## config.mk

```make
export PLATFORM = sky130hd
export DESIGN_NAME = tlb_way
export DESIGN_NICKNAME = d
export VERILOG_FILES = /design/src/rtl/tlb_pkg.sv /design/src/rtl/tlb_way.sv
export SDC_FILE = /design/constraint.sdc
export NUM_CORES = 2
export LEC_CHECK = 0
export CAP_MARGIN = 20
export CORE_ASPECT_RATIO = 1.2
export CORE_MARGIN = 1
export CORE_UTILIZATION = 66
export CTS_CLUSTER_SIZE = 16
export DETAILED_ROUTE_END_ITERATION = 6
export GPL_TIMING_DRIVEN = 0
export PLACE_DENSITY = 0.82
export SKIP_LAST_GASP = 1
export SYNTH_ARGS = -nofsm -noshare
export SYNTH_HDL_FRONTEND = slang
export SYNTH_SLANG_ARGS = --single-unit
```

## constraint.sdc

```tcl
create_clock -name clk -period 6.39 [get_ports clk]
set_input_delay 1.278 -clock clk [delete_from_list [all_inputs] [get_ports clk]]
set_output_delay 1.278 -clock clk [all_outputs]
set_load 0.01 [all_outputs]
```

## src/rtl/tlb_pkg.sv

```systemverilog
// Shared definitions for the set-associative TLB: default geometry,
// derived-width helpers and the TLB-top controller state encodings.
package tlb_pkg;

  // Default geometry
  localparam int SADDR = 64;  // virtual address width
  localparam int SPAGE = 12;  // page-offset width
  localparam int NSET  = 8;   // sets per way, power of two
  localparam int SPCID = 12;  // PCID width
  localparam int NWAY  = 4;   // ways instantiated by the TLB top

  // Index width for a set count that is a power of two
  function automatic int set_w(input int nset);
    return (nset > 1) ? $clog2(nset) : 1;
  endfunction

  // Physical page number width
  function automatic int ppn_w(input int saddr, input int spage);
    return saddr - spage;
  endfunction

  // Virtual-page tag width; the set index bits are implied by position
  function automatic int tag_w(input int saddr, input int spage, input int nset);
    return saddr - spage - set_w(nset);
  endfunction

  // TLB-top controller states
  typedef enum logic [2:0] {
    ST_WAITING  = 3'b000,
    ST_REQ      = 3'b001,
    ST_MISS     = 3'b010,
    ST_INSERT   = 3'b100,
    ST_SHUTDOWN = 3'b101
  } tlb_state_e;

endpackage : tlb_pkg

```

## src/rtl/tlb_way.sv

```systemverilog
// One way of the set-associative TLB. Each of NSET entries holds a valid
// bit, a virtual-page tag, a PCID and a physical page number. Lookup is
// purely combinational on the current storage; write, invalidate and
// flush update storage at the rising edge with flush > inv > we.
module tlb_way
  import tlb_pkg::*;
#(
  parameter  int P_SADDR = tlb_pkg::SADDR,
  parameter  int P_SPAGE = tlb_pkg::SPAGE,
  parameter  int P_NSET  = tlb_pkg::NSET,
  parameter  int P_SPCID = tlb_pkg::SPCID,
  localparam int SET_W   = set_w(P_NSET),
  localparam int PPN_W   = ppn_w(P_SADDR, P_SPAGE),
  localparam int TAG_W   = tag_w(P_SADDR, P_SPAGE, P_NSET)
) (
  input  logic               clk,
  input  logic               rst_n,
  input  logic [SET_W-1:0]   set,
  input  logic [TAG_W-1:0]   tag,
  input  logic [P_SPCID-1:0] pcid,
  input  logic               we,
  input  logic [PPN_W-1:0]   wpa,
  input  logic               inv,
  input  logic               flush,
  output logic               hit,
  output logic [PPN_W-1:0]   pa,
  output logic               valid
);

  // Entry storage; flops rather than RAM because every entry must clear
  // asynchronously and all valid bits must drop in a single flush cycle.
  logic               vld_reg  [P_NSET];
  logic [TAG_W-1:0]   tag_reg  [P_NSET];
  logic [P_SPCID-1:0] pcid_reg [P_NSET];
  logic [PPN_W-1:0]   pa_reg   [P_NSET];

  // Per-entry key match; the valid bit gates the compare so a cleared
  // entry (all-zero fields) never matches a zero key.
  logic [P_NSET-1:0]  match_vec;

  genvar gi;
  generate
    for (gi = 0; gi < P_NSET; gi++) begin : g_match
      assign match_vec[gi] = vld_reg[gi] &&
                             (tag_reg[gi] == tag) &&
                             (pcid_reg[gi] == pcid);
    end
  endgenerate

  // Combinational lookup of the addressed entry
  assign hit   = match_vec[set];
  assign valid = vld_reg[set];
  assign pa    = pa_reg[set];

  // Storage update: reset and flush clear everything, inv drops only the
  // valid bit, we fills the addressed entry; lower priorities are dropped.
  always_ff @(posedge clk or negedge rst_n) begin
    if (!rst_n) begin
      for (int i = 0; i < P_NSET; i++) begin
        vld_reg[i]  <= 1'b0;
        tag_reg[i]  <= '0;
        pcid_reg[i] <= '0;
        pa_reg[i]   <= '0;
      end
    end else if (flush) begin
      for (int i = 0; i < P_NSET; i++) begin
        vld_reg[i]  <= 1'b0;
        tag_reg[i]  <= '0;
        pcid_reg[i] <= '0;
        pa_reg[i]   <= '0;
      end
    end else if (inv) begin
      vld_reg[set] <= 1'b0;
    end else if (we) begin
      vld_reg[set]  <= 1'b1;
      tag_reg[set]  <= tag;
      pcid_reg[set] <= pcid;
      pa_reg[set]   <= wpa;
    end
  end

endmodule : tlb_way

```

==> key figures, run 1 <==
Logic synthesis
  • Synth Area in Compound Gates: roughly 16%
  • Largest family of logic cells by synthesized area: simple AND/OR/NAND/NOR gates
  • Post-Synthesis Cells: 5,200
  • Synth Area in Simple Gates: approximately a fifth
  • Netlist cell types: just under 50
  • Syn nets: between 5,000 and 6,000
  • Dominant cell type by area after synthesis: dfrtp_1
  • #FFs+latches synth: about 910
  • Top cell type's share of synthesized area: 51.6%
  • Synth warn: 0
  • Mux cell area share after synthesis: less than 1%
  • Syn_area_per_cell: about 8.5 µm²
  • Seq/Total Area, Yosys: approximately 52%
  • Synth Flop Type: dfrtp_1
  • Synth Area in Adders: 0%
  • Synth top area cells: dfrtp_1, nand2_1, a21oi_1
  • Number of enable flip-flop cells after synthesis: 0
  • XOR/XNOR Fraction of Synth Area: ~7.3%
  • Post-Syn Area: approximately 44,000 µm²
  • Async SR Flop Fraction: between 90% and 100%

Place
  • Place WS: -0.652 ns
  • Global placement routability congestion: ~1.3
  • Post-DP HPWL: 154,000 µm
  • PortBufs: 62

Clock network
  • CTS Buf Count: between 90 and 100
  • H-tree depth: 3
  • Clock Path Buffers: 3
  • CTS root buf: clkbuf_16
  • Post-CTS setup buffers: 0
  • CTS Sinks: 912

Outcome
  • Failed at: 5_1_grt
  • Run status: aborted with a tool error
  • Log Error: [ERROR GRT-0232] Routing congestion too high. Check the congestion heatmap in the GUI.

Die
  • Die Y: between 200 and 300 µm
  • Initial cell density of the core: 67.0%
  • # IOs: between 150 and 200
  • Die W: roughly 240 µm
  • Rows: roughly 100

GRT
  • Overall Global Routing Usage: about 75%
  • GRT overflow: 12
  • Largest net degree at the start of global routing: about 120
## per-layer routing
layer	global-route usage, %	GRT overflow
met5	19.7	0
met4	76.5	4
met3	59.2	0
met2	92.3	8
met1	75.5	0
## cell usage after synthesis (all sizes together) (2+ instances only)
library cell and instances:
buf 130, nor2b 11, nand4 92, nand3 12
dfrtp 912, a31oi 2, nand2 1832, mux2 11
a222oi 11, o21ai 3, o2111ai 8, clkbuf 392
a211oi 8, and3 6, nor3 11, mux4 7
a21oi 921, o22ai 37, and2 5, a221oi 23
nor4 74, a22oi 156, a221o 5, nand2b 11
o2bb2ai 11, o221ai 4, xnor2 156, o2111a 2
xor2 214, o31ai 2, inv 68, a2111oi 7
nor2 16, a22o 30, mux2i 3
## what timing repair did
action                                  in CTS
endpoints found under the setup margin      42
gates resized for setup                     20
hold buffers                                 0
## kinds of logic after synthesis
group,Yosys count
muxes,21
DFF,912
and+or+nand+nor,2072
xor gates and xnor gates,370
buffers and inverters,590
AOI/OAI and AO/OA,1235
## per-stage QoR
step	instances	utilization, %	TNS [ns]	cell area [µm²]
4_1_cts	6341	75.2	-0.0757	49600
3_5_place_dp	6170	70.1	-9.60	46300
3_3_place_gp	6154	69.6	-	45900
2_1_floorplan	5200	-	0	44200
==> inputs of run 2 (changes only) <==
--- a/config.mk
+++ b/config.mk
@@ -6,13 +6,11 @@
 export NUM_CORES = 2
 export LEC_CHECK = 0
 export CAP_MARGIN = 20
-export CORE_ASPECT_RATIO = 1.2
 export CORE_MARGIN = 1
-export CORE_UTILIZATION = 66
-export CTS_CLUSTER_SIZE = 16
+export CORE_UTILIZATION = 40
 export DETAILED_ROUTE_END_ITERATION = 6
 export GPL_TIMING_DRIVEN = 0
-export PLACE_DENSITY = 0.82
+export PLACE_DENSITY_LB_ADDON = 0.15
 export SKIP_LAST_GASP = 1
 export SYNTH_ARGS = -nofsm -noshare
 export SYNTH_HDL_FRONTEND = slang
==> run 2 against run 1 <==
Against the previous run:
- the flow now finishes, with violations (negative setup slack)
- synthesized cell count did not move
- synthesized area did not move
==> key figures, run 2 <==
Place
  • Place WS: -1.06 ns
  • Global placement routability congestion: around 1.1
  • Area of placed instances: approximately 47,000 µm²
  • Post-DP HPWL: 171,000 µm
  • PortBufs: 62
  • Cells after DPL: 6,773

Setup path
  • Cell count along the critical path: 8
  • Worst-case reg-to-reg path depth: 2
  • CP Capture Type: output pin
  • WP data required: about 5.1 ns
  • Worst path slowest cell: nor4_1
  • Data arrival time of the worst path: around 5.2 ns
  • Top delay family on crit path: simple AND/OR/NAND/NOR gates
  • Worst path cell trace: clkbuf_1, xor2_1, nor4_1, nand4_1, o31ai_1, a21oi_1, nor4_4, clkdlybuf4s50_1
  • Worst path buffer plus inverter count: 2
  • Critical Path Fanout Max: 8
  • Crit Path Class: input port to output pin
  • Max stage delay on crit path: slightly above 0.9 ns
  • Crit path launch type: input port

Clock network
  • Hold buffers post-CTS: 0
  • CTS tree: yes
  • H-tree depth: 3
  • CTS root buf: clkbuf_16
  • Clock Path Buffers: 3
  • CTS Sinks: a little over 900
  • Reg clk slew, reported paths: about 0.060 ns
  • Clock Latency Late Sink: roughly 0.7 ns
  • CTS Buf Count: ~110

Logic synthesis
  • Synth Flop Type: dfrtp_1
  • Most frequent cells after synthesis: nand2_1, a21oi_1, dfrtp_1
  • Netlist cell types: around 50
  • Number of enable flip-flop cells after synthesis: 0
  • Post-Synthesis Cells: between 5,000 and 6,000
  • Synth top area cells: dfrtp_1, nand2_1, a21oi_1
  • Syn nets: approximately 5,300
  • Top cell type's share of synthesized area: just over 50%
  • Dominant cell type by area after synthesis: dfrtp_1
  • #FFs+latches synth: between 900 and 1,000
  • Most common cell in the netlist: nand2_1
  • Seq/Total Area, Yosys: approximately 52%
  • Synth warn: 0
  • Async SR Flop Fraction: between 90% and 100%
  • Post-Syn Area: ~44,000 µm²
  • Syn_area_per_cell: between 8 and 9 µm²

Detailed routing
  • # DRC: 0
  • Routed Antenna Nets: 0
  • Initial DRC Count: about 5,300
  • Routed wire per std cell: roughly 33 µm
  • DR vias: between 40,000 and 50,000
  • Vias per cell: roughly 6
  • Router iterations before antenna repair: 6
  • Post-Route WL: around 230,000 µm

Layout
  • Layout Cell Area excl Fill: between 50,000 and 60,000 µm²
  • Area growth, synth to finish: 15.6%
  • Most frequent cells in the layout: nand2_1, a21oi_1, dfrtp_1
  • Nets@finish: around 5,500
  • Layout Utilization: 46.8%
  • Commonest non-fill, non-tap cell in the layout: nand2_1
  • Non-Filler Instances: ~7,000
  • Layout cells sized above 1: 7.03%
  • Max reg flops: 416

GRT
  • Overall Global Routing Usage: roughly two fifths
  • GRT overflow: 0
  • Largest net degree at the start of global routing: between 100 and 150
  • Initial antenna violation count: 16
  • Vias in the first global route: about 40,000
  • First-pass GRT wire length: 316,000 µm

Timing
  • Fmax: 0.153 GHz
  • # setup viols final: 16
  • Min Clock Period, post-route: between 6 and 7 ns
  • Setup TNS: -0.642 ns
  • Setup Skew: 0 ns
  • Final count of pins violating max slew: 0
  • Final worst slack: -0.129 ns
  • RSZ-0062 raised after global routing: yes
  • Hold Vio Cnt, Final: 0
  • Worst-Margin Slew: approximately 1.2 ns
  • Slew HR: 17.6%
  • Period utilisation layout: 102%

Die
  • # IOs: 175
  • Initial cell density of the core: between 40% and 50%
  • Die area: ~110,000 µm²
  • Die W: between 300 and 400 µm
  • Rows: between 100 and 150
  • Core Area: about 110,000 µm²
  • Die Y: roughly 330 µm

Power and ir drop
  • Gate power share: around 10%
  • Switching Fraction: between 20 and 30%
  • Register share of total power: 43.4%
  • LEAKAGE: slightly above 20 nW
  • PD cells: 266 nW/µm²
  • Internal power: around 0.0098 W
  • Clk pwr share: between 40% and 50%
  • NetSw: 0.00384 W
  • VDD IR max: ~0.19 mV

Outcome
  • Run status: finished with violations
  • Violated checks: negative setup slack

Hold path
  • HP Class: flop to flop
  • Hold Path Depth: 2

Run
  • Max Cap Violations: 0
-- run 2: cell counts after synthesis --
No cell type changed its count.
-- run 2: per-stage QoR --
step	hold WS, ns	total power [W]
floorplan	0.497	0.00655
global placement	0.506	0.00733
detailed placement	0.512	0.00733
CTS	0.520	0.0136
global route	0.534	0.0139
finish	0.521	0.0136
-- run 2: final cells by class --
cell class                 instances  area, µm²
fill                           10800      58100
sequential                       912      22800
multi-input combinational       3698      19100
clock buffer                     155       3130
buffer                           521       2260
tap                             1476       1850
timing repair buffer              98       1250
clock inverter                    36        430
inverter                          68        255
antenna                           13       32.5
-- run 2: path summary, 6_finish.rpt --
check / end / start / slack [ns]
min in group asynchronous: tag_reg[275]$_DFFE_PN0P_ / rst_n / 0.61
max in group asynchronous: pa_reg[172]$_DFFE_PN0P_ / rst_n / 4.01
worst max register to register: vld_reg[5]$_DFFE_PN0P_ / vld_reg[5]$_DFFE_PN0P_ / 5.38
worst min-delay path: pa_reg[335]$_DFFE_PN0P_ / pa_reg[335]$_DFFE_PN0P_ / 0.52
worst min register to register: pa_reg[335]$_DFFE_PN0P_ / pa_reg[335]$_DFFE_PN0P_ / 0.52
worst max-delay path: hit / tag[24] / -0.13
-- run 2: worst register-to-register path, delay by kind of cell, from the launching register on --
| kind | cells | cell delay [ns] |
|---|---|---|
| flip-flops | 1 | 0.62 |
| AO/OA/AOI/OAI | 2 | 0.29 |
-- run 2: power by group through the flow --
stage                     clock, W  sequential (W)  combinational, W
final                      0.00632         0.00591           0.00137
after global routing       0.00656         0.00591           0.00140
after CTS                  0.00633         0.00590           0.00133
after detailed placement         0         0.00601           0.00132
after global placement           0         0.00603           0.00129
after floorplan                  0         0.00599          0.000561
-- run 2: kinds of logic (layout without fill, tap and decap cells) --
| group | count (synthesis) | count (layout) | share of synthesized area [%] |
|---|---|---|---|
| XOR/XNOR | 370 | 370 | 7.33 |
| AND/OR/NAND/NOR | 2072 | 2072 | 18.8 |
| flip-flops | 912 | 912 | 51.6 |
| buffers and inverters | 590 | 878 | 5.50 |
| multiplexers | 21 | 21 | 0.705 |
| other | 0 | 13 | 0 |
| AO/OA/AOI/OAI | 1235 | 1235 | 16.0 |
-- run 2: timing repair --
action,4_1_cts,5_1_grt
gates resized for setup,26,46
setup endpoints to repair,42,16
pin swaps,0,1
buffers inserted,0,0
-- run 2: layer usage --
metal / part of all wire [%] / wire, µm / up-vias / global-route usage (%)
met1: 38 / 87300 / 20700 / 50.6
met3: 7.8 / 17800 / 618 / 7.48
li1: - / - / 17700 / -
met5: 0.025 / 58 / - / 0
met4: 9.3 / 21200 / 10 / 31.7
met2: 45 / 103000 / 2217 / 62.8
Note: power is estimated with default switching activity, not from simulation.
